### src/rtl/micro_sequencer.sv
// rtl/micro_sequencer.sv - fetch/decode/execute control sequencer driving register-code decoders
// Emits 4-bit bus/load codes plus memory handshake, PC increment, ALU op and halt status.
module micro_sequencer #(
  parameter int MEM_TIMEOUT = 255
) (
  input  logic       clk,
  input  logic       rst,
  input  logic       start,
  input  logic [3:0] ir_opcode,
  input  logic       z_flag,
  input  logic       mem_ready,
  output logic [3:0] bus_sel,
  output logic [3:0] ld_sel,
  output logic       ld_en,
  output logic [2:0] alu_op,
  output logic       mem_rd,
  output logic       mem_wr,
  output logic       pc_inc,
  output logic       busy,
  output logic       halted,
  output logic       illegal_op,
  output logic       bus_err
);

  localparam logic [3:0] R_PC   = 4'd0;
  localparam logic [3:0] R_AC   = 4'd2;
  localparam logic [3:0] R_IR   = 4'd3;
  localparam logic [3:0] R_R1   = 4'd4;
  localparam logic [3:0] R_AR   = 4'd7;
  localparam logic [3:0] R_MEM  = 4'd8;
  localparam logic [3:0] R_ALU  = 4'd10;
  localparam logic [3:0] R_ZERO = 4'd11;

  localparam logic [3:0] OP_LDAC = 4'd1;
  localparam logic [3:0] OP_STAC = 4'd2;
  localparam logic [3:0] OP_MVR  = 4'd3;
  localparam logic [3:0] OP_ADD  = 4'd4;
  localparam logic [3:0] OP_JMP  = 4'd5;
  localparam logic [3:0] OP_JMPZ = 4'd6;
  localparam logic [3:0] OP_END  = 4'd15;

  localparam logic [7:0] TO_LAST = 8'(MEM_TIMEOUT - 1);

  typedef enum logic [2:0] {
    S_IDLE, S_F1, S_F2, S_DECODE, S_E1, S_E2, S_E3, S_HALT
  } state_t;

  state_t     state_q, state_d;
  logic [3:0] op_q;
  logic       z_q;
  logic [7:0] cnt_q;
  logic       bus_err_q;

  logic jmp_taken, mem_op, wait_st, timeout;

  assign jmp_taken = (op_q == OP_JMP) || ((op_q == OP_JMPZ) && z_q);
  assign mem_op    = (op_q == OP_LDAC) || (op_q == OP_STAC);
  assign wait_st   = (state_q == S_F2) || (state_q == S_E2) || (state_q == S_E3);
  assign timeout   = wait_st && !mem_ready && (cnt_q == TO_LAST);

  always_comb begin
    state_d = state_q;
    case (state_q)
      S_IDLE:   if (start) state_d = S_F1;
      S_F1:     state_d = S_F2;
      S_F2: begin
        if (mem_ready)    state_d = S_DECODE;
        else if (timeout) state_d = S_HALT;
      end
      S_DECODE: begin
        if (ir_opcode >= OP_LDAC && ir_opcode <= OP_JMPZ) state_d = S_E1;
        else if (ir_opcode == OP_END)                     state_d = S_HALT;
        else                                              state_d = S_F1;
      end
      S_E1:     state_d = (mem_op || jmp_taken) ? S_E2 : S_F1;
      // E2 is only reached by LDAC/STAC (operand address) or a taken jump
      S_E2: begin
        if (mem_ready)    state_d = jmp_taken ? S_F1 : S_E3;
        else if (timeout) state_d = S_HALT;
      end
      S_E3: begin
        if (mem_ready)    state_d = S_F1;
        else if (timeout) state_d = S_HALT;
      end
      default:  state_d = S_HALT;
    endcase
  end

  always_ff @(posedge clk) begin
    if (rst) begin
      state_q   <= S_IDLE;
      op_q      <= 4'd0;
      z_q       <= 1'b0;
      cnt_q     <= 8'd0;
      bus_err_q <= 1'b0;
    end else begin
      state_q <= state_d;
      if (state_q == S_DECODE) begin
        op_q <= ir_opcode;
        z_q  <= z_flag;
      end
      cnt_q <= (wait_st && !mem_ready && !timeout) ? cnt_q + 8'd1 : 8'd0;
      if (timeout) bus_err_q <= 1'b1;
    end
  end

  always_comb begin
    bus_sel    = R_ZERO;
    ld_sel     = R_ZERO;
    ld_en      = 1'b0;
    alu_op     = 3'b000;
    mem_rd     = 1'b0;
    mem_wr     = 1'b0;
    pc_inc     = 1'b0;
    busy       = (state_q != S_IDLE) && (state_q != S_HALT);
    halted     = (state_q == S_HALT);
    illegal_op = (state_q == S_DECODE) && (ir_opcode >= 4'd7) && (ir_opcode <= 4'd14);
    bus_err    = bus_err_q;
    case (state_q)
      S_F1: begin
        bus_sel = R_PC; ld_sel = R_AR; ld_en = 1'b1;
      end
      S_F2: begin
        mem_rd = 1'b1; bus_sel = R_MEM; ld_sel = R_IR;
        ld_en = mem_ready; pc_inc = mem_ready;
      end
      S_E1: begin
        if (mem_op || jmp_taken) begin
          bus_sel = R_PC; ld_sel = R_AR; ld_en = 1'b1;
        end else if (op_q == OP_MVR) begin
          bus_sel = R_AC; ld_sel = R_R1; ld_en = 1'b1;
        end else if (op_q == OP_ADD) begin
          alu_op = 3'b001; bus_sel = R_ALU; ld_sel = R_AC; ld_en = 1'b1;
        end else begin
          pc_inc = 1'b1;
        end
      end
      S_E2: begin
        mem_rd = 1'b1; bus_sel = R_MEM; ld_en = mem_ready;
        ld_sel = jmp_taken ? R_PC : R_AR;
        pc_inc = mem_ready && !jmp_taken;
      end
      S_E3: begin
        if (op_q == OP_STAC) begin
          mem_wr = 1'b1; bus_sel = R_AC;
        end else begin
          mem_rd = 1'b1; bus_sel = R_MEM; ld_sel = R_AC; ld_en = mem_ready;
        end
      end
      default: ;
    endcase
  end

endmodule

### config.mk
export PLATFORM = sky130hd
export DESIGN_NAME = micro_sequencer
export DESIGN_NICKNAME = d
export VERILOG_FILES = /design/src/rtl/micro_sequencer.sv
export SDC_FILE = /design/constraint.sdc
export NUM_CORES = 1
export LEC_CHECK = 0
export ABC_AREA = 1
export CORE_MARGIN = 5
export CORE_UTILIZATION = 35
export CTS_CLUSTER_SIZE = 16
export DETAILED_ROUTE_END_ITERATION = 10
export GPL_TIMING_DRIVEN = 0
export PLACE_DENSITY = 0.67
export SYNTH_ARGS = -nofsm -noshare
export SYNTH_HDL_FRONTEND = slang
export SYNTH_SLANG_ARGS = --single-unit
### constraint.sdc
create_clock -name clk -period 2.3 [get_ports clk]
set_input_delay 0.23 -clock clk [delete_from_list [all_inputs] [get_ports clk]]
set_output_delay 0.23 -clock clk [all_outputs]
set_load 0.1 [all_outputs]
## Word level (Yosys, flattened, before mapping)

Index checks and enable logic that the tools add are counted.

| storage, ports and cells | value |
|---|---|
| register bits | 17 |
| input port bits | 9 |
| output and inout bits | 19 |

| operators by class | value |
|---|---|
| add/subtract/negate cells | 1 |
| magnitude comparators | 4 |
| equal/unequal tests | 17 |
| multiplexer cells | 38 |
| bitwise operators | 1 |
| reductions and logical operators | 21 |

Operators with widths:

| operator | number |
|---|---|
| $mux W3 | 10 |
| $mux W4 | 7 |
| $pmux W3 S7 | 1 |
| $pmux W4 S5 | 1 |
| $pmux W4 S4 | 1 |
| $mux W1 | 15 |
| $eq A3 B3 Y1 const B | 4 |
| $eq A4 B3 Y1 const B | 3 |
| $logic_and A1 B1 Y1 | 9 |
| $add A8 B1 Y8 const B | 1 |
| $eq A4 B2 Y1 const B | 2 |
| $eq A8 B8 Y1 const B | 1 |
| $eq A3 B2 Y1 const B | 2 |
| $logic_or A1 B1 Y1 | 5 |
| $eq A4 B1 Y1 const B | 1 |
| $eq A4 B4 Y1 const B | 1 |
| $ge A4 B1 Y1 const B | 1 |
| $ge A4 B3 Y1 const B | 1 |
| $le A4 B3 Y1 const B | 1 |
| $le A4 B4 Y1 const B | 1 |
| $pmux W1 S4 | 1 |
| $reduce_or A2 Y1 | 2 |
| $eq A3 B1 Y1 const B | 1 |
| $logic_not A1 Y1 | 3 |
| 7 further kinds | 7 |

## Longest topological paths before layout

| depth | value |
|---|---|
| word-level depth | 9 |
| mapped depth | 10 |
| gate-level depth less buffers | 10 |

## Worst setup path after synthesis

OpenSTA, ideal clock, no wires.

| timing path | value |
|---|---|
| path type | reg2out |
| from | reg op_q[0] |
| to | out bus_sel[3] |
| arrival | 2923 ps |
| data required time | 2070 ps |
| slack | -853 ps |
| stages on the path, launching flop included | 6 |
| path through | dfxtp_1 -> inv_1 -> nor2_1 -> o21ai_0 -> nand3_1 -> o21ai_0 |

| on the way | value |
|---|---|
| longest elaborated chain between the ends | 6 |

RTL lines:

| item | line | source |
|---|---|---|
| start: declaration | 49 | `logic [3:0] op_q;` |
| start signal: assignment | 99 | `op_q <= ir_opcode;` |
| $eq A4 B3 Y1 | 56 | `assign jmp_taken = (op_q == OP_JMP) \|\| ((op_q == OP_JMPZ) && z_q);` |
| $logic_and A1 B1 Y1 | 56 |  |
| $logic_or A1 B1 Y1 | 56 |  |
| $logic_or A1 B1 Y1 | 128 | `if (mem_op \|\| jmp_taken) begin` |
| $mux W4 | 128 |  |
| $pmux W4 S4 * | 119 | `case (state_q)` |
| end: declaration | 12 | `output logic [3:0] bus_sel,` |

Every way passes the cells marked *; elsewhere a longest branch is shown, timed or not.

## Final worst setup path

| timing path | value |
|---|---|
| from | reg state_q[0] |
| to | out ld_sel[2] |

| on the way | value |
|---|---|
| longest elaborated chain between the ends | 2 |

RTL lines:

| item | line | source |
|---|---|---|
| start: declaration | 48 | `state_t state_q, state_d;` |
| start signal: assignment | 97 | `state_q <= state_d;` |
| $eq A3 B3 Y1, or another cell as far along | 119 |  |
| $pmux W4 S5 * | 119 |  |
| end: declaration | 13 | `output logic [3:0] ld_sel,` |

Marks and branches as above.

==> impl_results.rst <==
.. list-table::
   :header-rows: 1

   * - Metric
     - Value
   * - Run status
     - completed
   * - Critical path fanouts, max
     - 5
   * - CTS clock-pin slew for the worst setup and hold paths
     - 0.10 ns
   * - Type of the tightest min-delay check
     - flip-flop to flip-flop
   * - Critical path's largest stage delay
     - 0.56 ns
   * - Area fraction of the dominant cell type after synthesis
     - 30.26%
   * - CTS H-tree depth
     - 1
   * - Startpoint kind of the worst setup timing path
     - flip-flop
   * - GPL Wtd Cong
     - 0.7900
   * - Reg2Reg Launch Point
     - state_q[0]$_SDFFE_PP0P_
   * - Detailed-route DRC error count
     - 0
   * - Max cap viols
     - 0
   * - Average detailed-routed wire length per instance
     - 10.16 µm
   * - Final setup viols
     - 0
   * - Fraction of synthesized area in multiplexers
     - 0%
   * - Total routing usage reported by global routing
     - 12.22%
   * - Critical path class
     - flip-flop to output port
   * - Detailed-route vias per instance
     - 4.711
   * - Total iterations of the first detailed-routing run
     - 4
   * - Root buf cell
     - sky130_fd_sc_hd__clkbuf_4
   * - Slew Limit Headroom
     - 35.40%
   * - Number of antenna repair diodes
     - 0
   * - CTS Buf Count
     - 3
   * - Die width
     - 66.69 µm
   * - Post-synthesis cell count
     - 175
   * - Sw frac
     - 54.86%
   * - Number of port buffers
     - 24
   * - Initial antenna violation count
     - 0
   * - Final setup skew
     - 0.002684 ns
   * - Crit path max-delay cell type
     - sky130_fd_sc_hd__clkdlybuf4s15_2
   * - Complex-gate fraction of the synthesized area
     - 14.24%
   * - Number of storage elements in the synthesis netlist
     - 17
   * - Portion of total power attributed to the clock network
     - 15.0%
   * - Number of cells on the worst hold path
     - 2
   * - Pwr per Cell Area
     - 734.3 nW/µm²
   * - # clock sinks
     - 17
   * - Endpoint class of the critical path
     - output port
   * - Most used standard cell by instance count after synthesis
     - sky130_fd_sc_hd__nand2_1
   * - Cell Rows
     - 20
   * - Global-route wire length before repair
     - 4.353 mm
   * - Most used flip-flop cell after synthesis
     - sky130_fd_sc_hd__dfxtp_1
   * - P_leak
     - 0.6621 nW
   * - Cell chain of the critical path
     - inv_1 > nor2_2 > nand2_1 > clkinv_1 > nand2_1 > nand3_1 > clkdlybuf4s15_2
   * - Portion of the post-synthesis area used by sequential elements
     - 30.26%
   * - Ratio of cells with drive above 1 in the final layout
     - 20.98%
   * - Worst-margin pin slew
     - 0.9660 ns
   * - Maximum number of pins on one net before global-route repair
     - 11
   * - Hold_ws
     - 0.4569 ns
   * - Number of fill cells
     - 335
   * - Initial drt markers
     - 51
   * - Simple-Gate Fraction of Synth Area
     - 39.27%
   * - Synthesized-area fraction occupied by xor and xnor cells
     - 2.336%
   * - Part of the cycle the worst path needs
     - 91.77%
   * - Final Slew Violations
     - 0
   * - Number of distinct library cell variants in the gate-level netlist after synthesis
     - 27
   * - Area taken by multi-input logic gates
     - 696.9 µm²
   * - Combined area of all synthesized cells
     - 1125 µm²
   * - Hold buffer count at CTS
     - 0
   * - DRT Wirelength
     - 2.529 mm
   * - Layout Nets
     - 217
   * - Clock latency at the later pin of the worst-skew pair
     - 0.29 ns
   * - Adder-cell share of the synthesized area
     - 2.225%
   * - Cell type with the highest aggregate area in the netlist
     - sky130_fd_sc_hd__dfxtp_1
   * - Setup repair after global routing missed its margin
     - no
   * - Die Y
     - 66.69 µm
   * - Top cell by count, worst path
     - sky130_fd_sc_hd__nand2_1
   * - Hold violation count in the final report
     - 0
   * - Dominant combinational cell family by area after synthesis
     - simple AND/OR/NAND/NOR gates
   * - Net switching power
     - 0.0005851 W
   * - Cells taking the most area after synthesis
     - sky130_fd_sc_hd__dfxtp_1 (30%), sky130_fd_sc_hd__nand2_1 (11%), sky130_fd_sc_hd__nand3_1 (8.0%)
   * - Sequential share of power
     - 30.6%
   * - Reg-to-reg critical path endpoint
     - state_q[2]$_SDFFE_PP0P_
   * - Achievable clock frequency
     - 473.8 MHz
   * - Layout Utilization
     - 47.20%
   * - Core footprint
     - 3078 µm²
   * - Vias in the first global route
     - 1018
   * - Final worst path period need
     - 2.111 ns
   * - Number of synthesized flops with an enable pin
     - 0
   * - Top Ports
     - 28
   * - Maximum buffer depth of the clock tree
     - 2
   * - Number of cells on the worst reg-to-reg path
     - 8
   * - Maximum vdd ir drop
     - 0.0003496 V
   * - Proportion of synthesized flip-flops having asynchronous set or reset
     - 0%
   * - Sequential cell area
     - 342.8 µm²
   * - Required @ worst endpoint
     - 2.07 ns
   * - DRT antenna net count
     - 0
   * - Starting density of the core
     - 36.54%
   * - Hold-critical path endpoint
     - bus_err$_SDFFE_PP0P_
   * - Synth cell count leaders
     - sky130_fd_sc_hd__nand2_1 (33), sky130_fd_sc_hd__inv_1 (23), sky130_fd_sc_hd__nor2_1 (23), sky130_fd_sc_hd__nand3_1 (18), sky130_fd_sc_hd__dfxtp_1 (17)
   * - Average cell area after synthesis
     - 6.428 µm²
   * - Combinational share of power
     - 54.4%
   * - Data arrival time at the worst-slack endpoint
     - 1.88 ns
   * - Die area
     - 4448 µm²
   * - P&R area growth vs syn
     - 29.14%
   * - HPWL after detailed placement
     - 2.077 mm
   * - Hold wc startpoint
     - bus_err$_SDFFE_PP0P_
   * - Residual overflow from global routing
     - 0
   * - Largest delay share family, worst path
     - buffers and inverters
   * - Setup slack on the worst flop-to-flop path
     - 0.95 ns
   * - WP buf/inv
     - 3
   * - Total vias in the final route
     - 1173
   * - Total of warnings raised by yosys
     - 0
   * - Int Pwr
     - 0.0004815 W
   * - CTS tree
     - done
==> power groups by stage <==
stage / combinational, W / sequential [W] / clock, W
after global routing: 0.000609 / 0.000330 / 0.000174
after global placement: 0.000619 / 0.000333 / 0
after floorplan: 0.000494 / 0.000329 / 0
after CTS: 0.000602 / 0.000327 / 0.000166
after detailed placement: 0.000618 / 0.000333 / 0
final: 0.000581 / 0.000327 / 0.000159
==> tightest hold or removal path, delay by kind of cell (launching register included) <==
family	cells	cell delay, ns
buffers and inverters	1	0.05
AO/OA/AOI/OAI	1	0.05
flip-flops	1	0.32
==> flip-flops by register name, indices dropped and copies added, names as in the netlist <==
name / flops
bus_err: 1
cnt_q: 8
state_q: 3
z_q: 1
op_q: 4
==> timing repair <==
item | in CTS | in global routing
gates resized for setup | 40 | 19
setup buffers | 0 | 0
endpoints found under the setup margin | 15 | 9
==> layer usage <==
layer | GRT usage (%) | vias up | wire (µm) | share of wire [%]
met1 | 16.82 | 520 | 1251 | 49
met3 | 1.518 | 4 | 168 | 6.6
li1 | - | 618 | - | -
met5 | 0 | - | 0 | 0
met2 | 19.31 | 31 | 1096 | 43
met4 | 4.569 | 0 | 12 | 0.47
==> how the worst max path moves through the flow <==
| stage | startpoint | to | cells past startpoint |
|---|---|---|---|
| CTS | state_q[1]$_SDFFE_PP0P_ | mem_rd | 7 |
| detailed placement | state_q[0]$_SDFFE_PP0P_ | illegal_op | 5 |
| floorplan | state_q[2]$_SDFFE_PP0P_ | busy | 3 |
| finish | state_q[0]$_SDFFE_PP0P_ | ld_sel[2] | 7 |
| global placement | state_q[0]$_SDFFE_PP0P_ | illegal_op | 5 |
| global route | state_q[1]$_SDFFE_PP0P_ | ld_sel[0] | 9 |
==> logic make-up (layout without fill, tap and decap cells) <==
family          after synthesis  count (layout)
buf+inv                      31              59
other cells                   1               3
xor+xnor                      3               3
fa+ha+maj                     2               2
compound gates               27              27
simple gates                 94              94
flops                        17              17
==> layout make-up <==
type | count | area share, %
multi-input cells | 129 | 47.98
flip-flops and latches | 17 | 23.60
repair buffers | 24 | 13.95
inverters | 28 | 7.235
well taps | 44 | 3.790
clock buffers | 3 | 1.550
plain buffers | 3 | 1.550
clock inverters | 1 | 0.3445
==> cells in the final DEF (no fill, tap or decap), types with 2 or more instances in the layout <==
cell                               n
sky130_fd_sc_hd__nand2_1          32
sky130_fd_sc_hd__inv_1            23
sky130_fd_sc_hd__nor2_1           21
sky130_fd_sc_hd__nand3_1          17
sky130_fd_sc_hd__dfxtp_1          15
sky130_fd_sc_hd__a21oi_1          11
sky130_fd_sc_hd__o21ai_0           9
sky130_fd_sc_hd__clkdlybuf4s50_1   9
sky130_fd_sc_hd__buf_2             6
sky130_fd_sc_hd__nor2_2            5
sky130_fd_sc_hd__clkbuf_4          5
sky130_fd_sc_hd__inv_2             4
sky130_fd_sc_hd__nor3_1            4
sky130_fd_sc_hd__clkdlybuf4s15_2   4
sky130_fd_sc_hd__nor2_4            3
sky130_fd_sc_hd__xor2_1            3
sky130_fd_sc_hd__buf_4             3
sky130_fd_sc_hd__conb_1            3
sky130_fd_sc_hd__o21ai_1           2
sky130_fd_sc_hd__nand2_2           2
sky130_fd_sc_hd__o211ai_1          2
sky130_fd_sc_hd__nand2_4           2
sky130_fd_sc_hd__and3_1            2
sky130_fd_sc_hd__ha_1              2
sky130_fd_sc_hd__dlygate4sd2_1     2
sky130_fd_sc_hd__dfxtp_2           2
==> per-stage QoR <==
stage,setup TNS (ns),setup WS (ns),power [W],instances,area [µm²]
after floorplan,-0.4300,-0.1603,0.0008234,177,1167
after global placement,-1.416,-0.2622,0.0009519,245,1463
after detailed placement,-1.401,-0.2517,0.0009517,245,1463
after CTS,0,0.009182,0.001094,249,1500
after global routing,0,0.01686,0.001113,249,1453
final,0,0.1894,0.001067,249,1453
(Power assumes the default switching activity.)
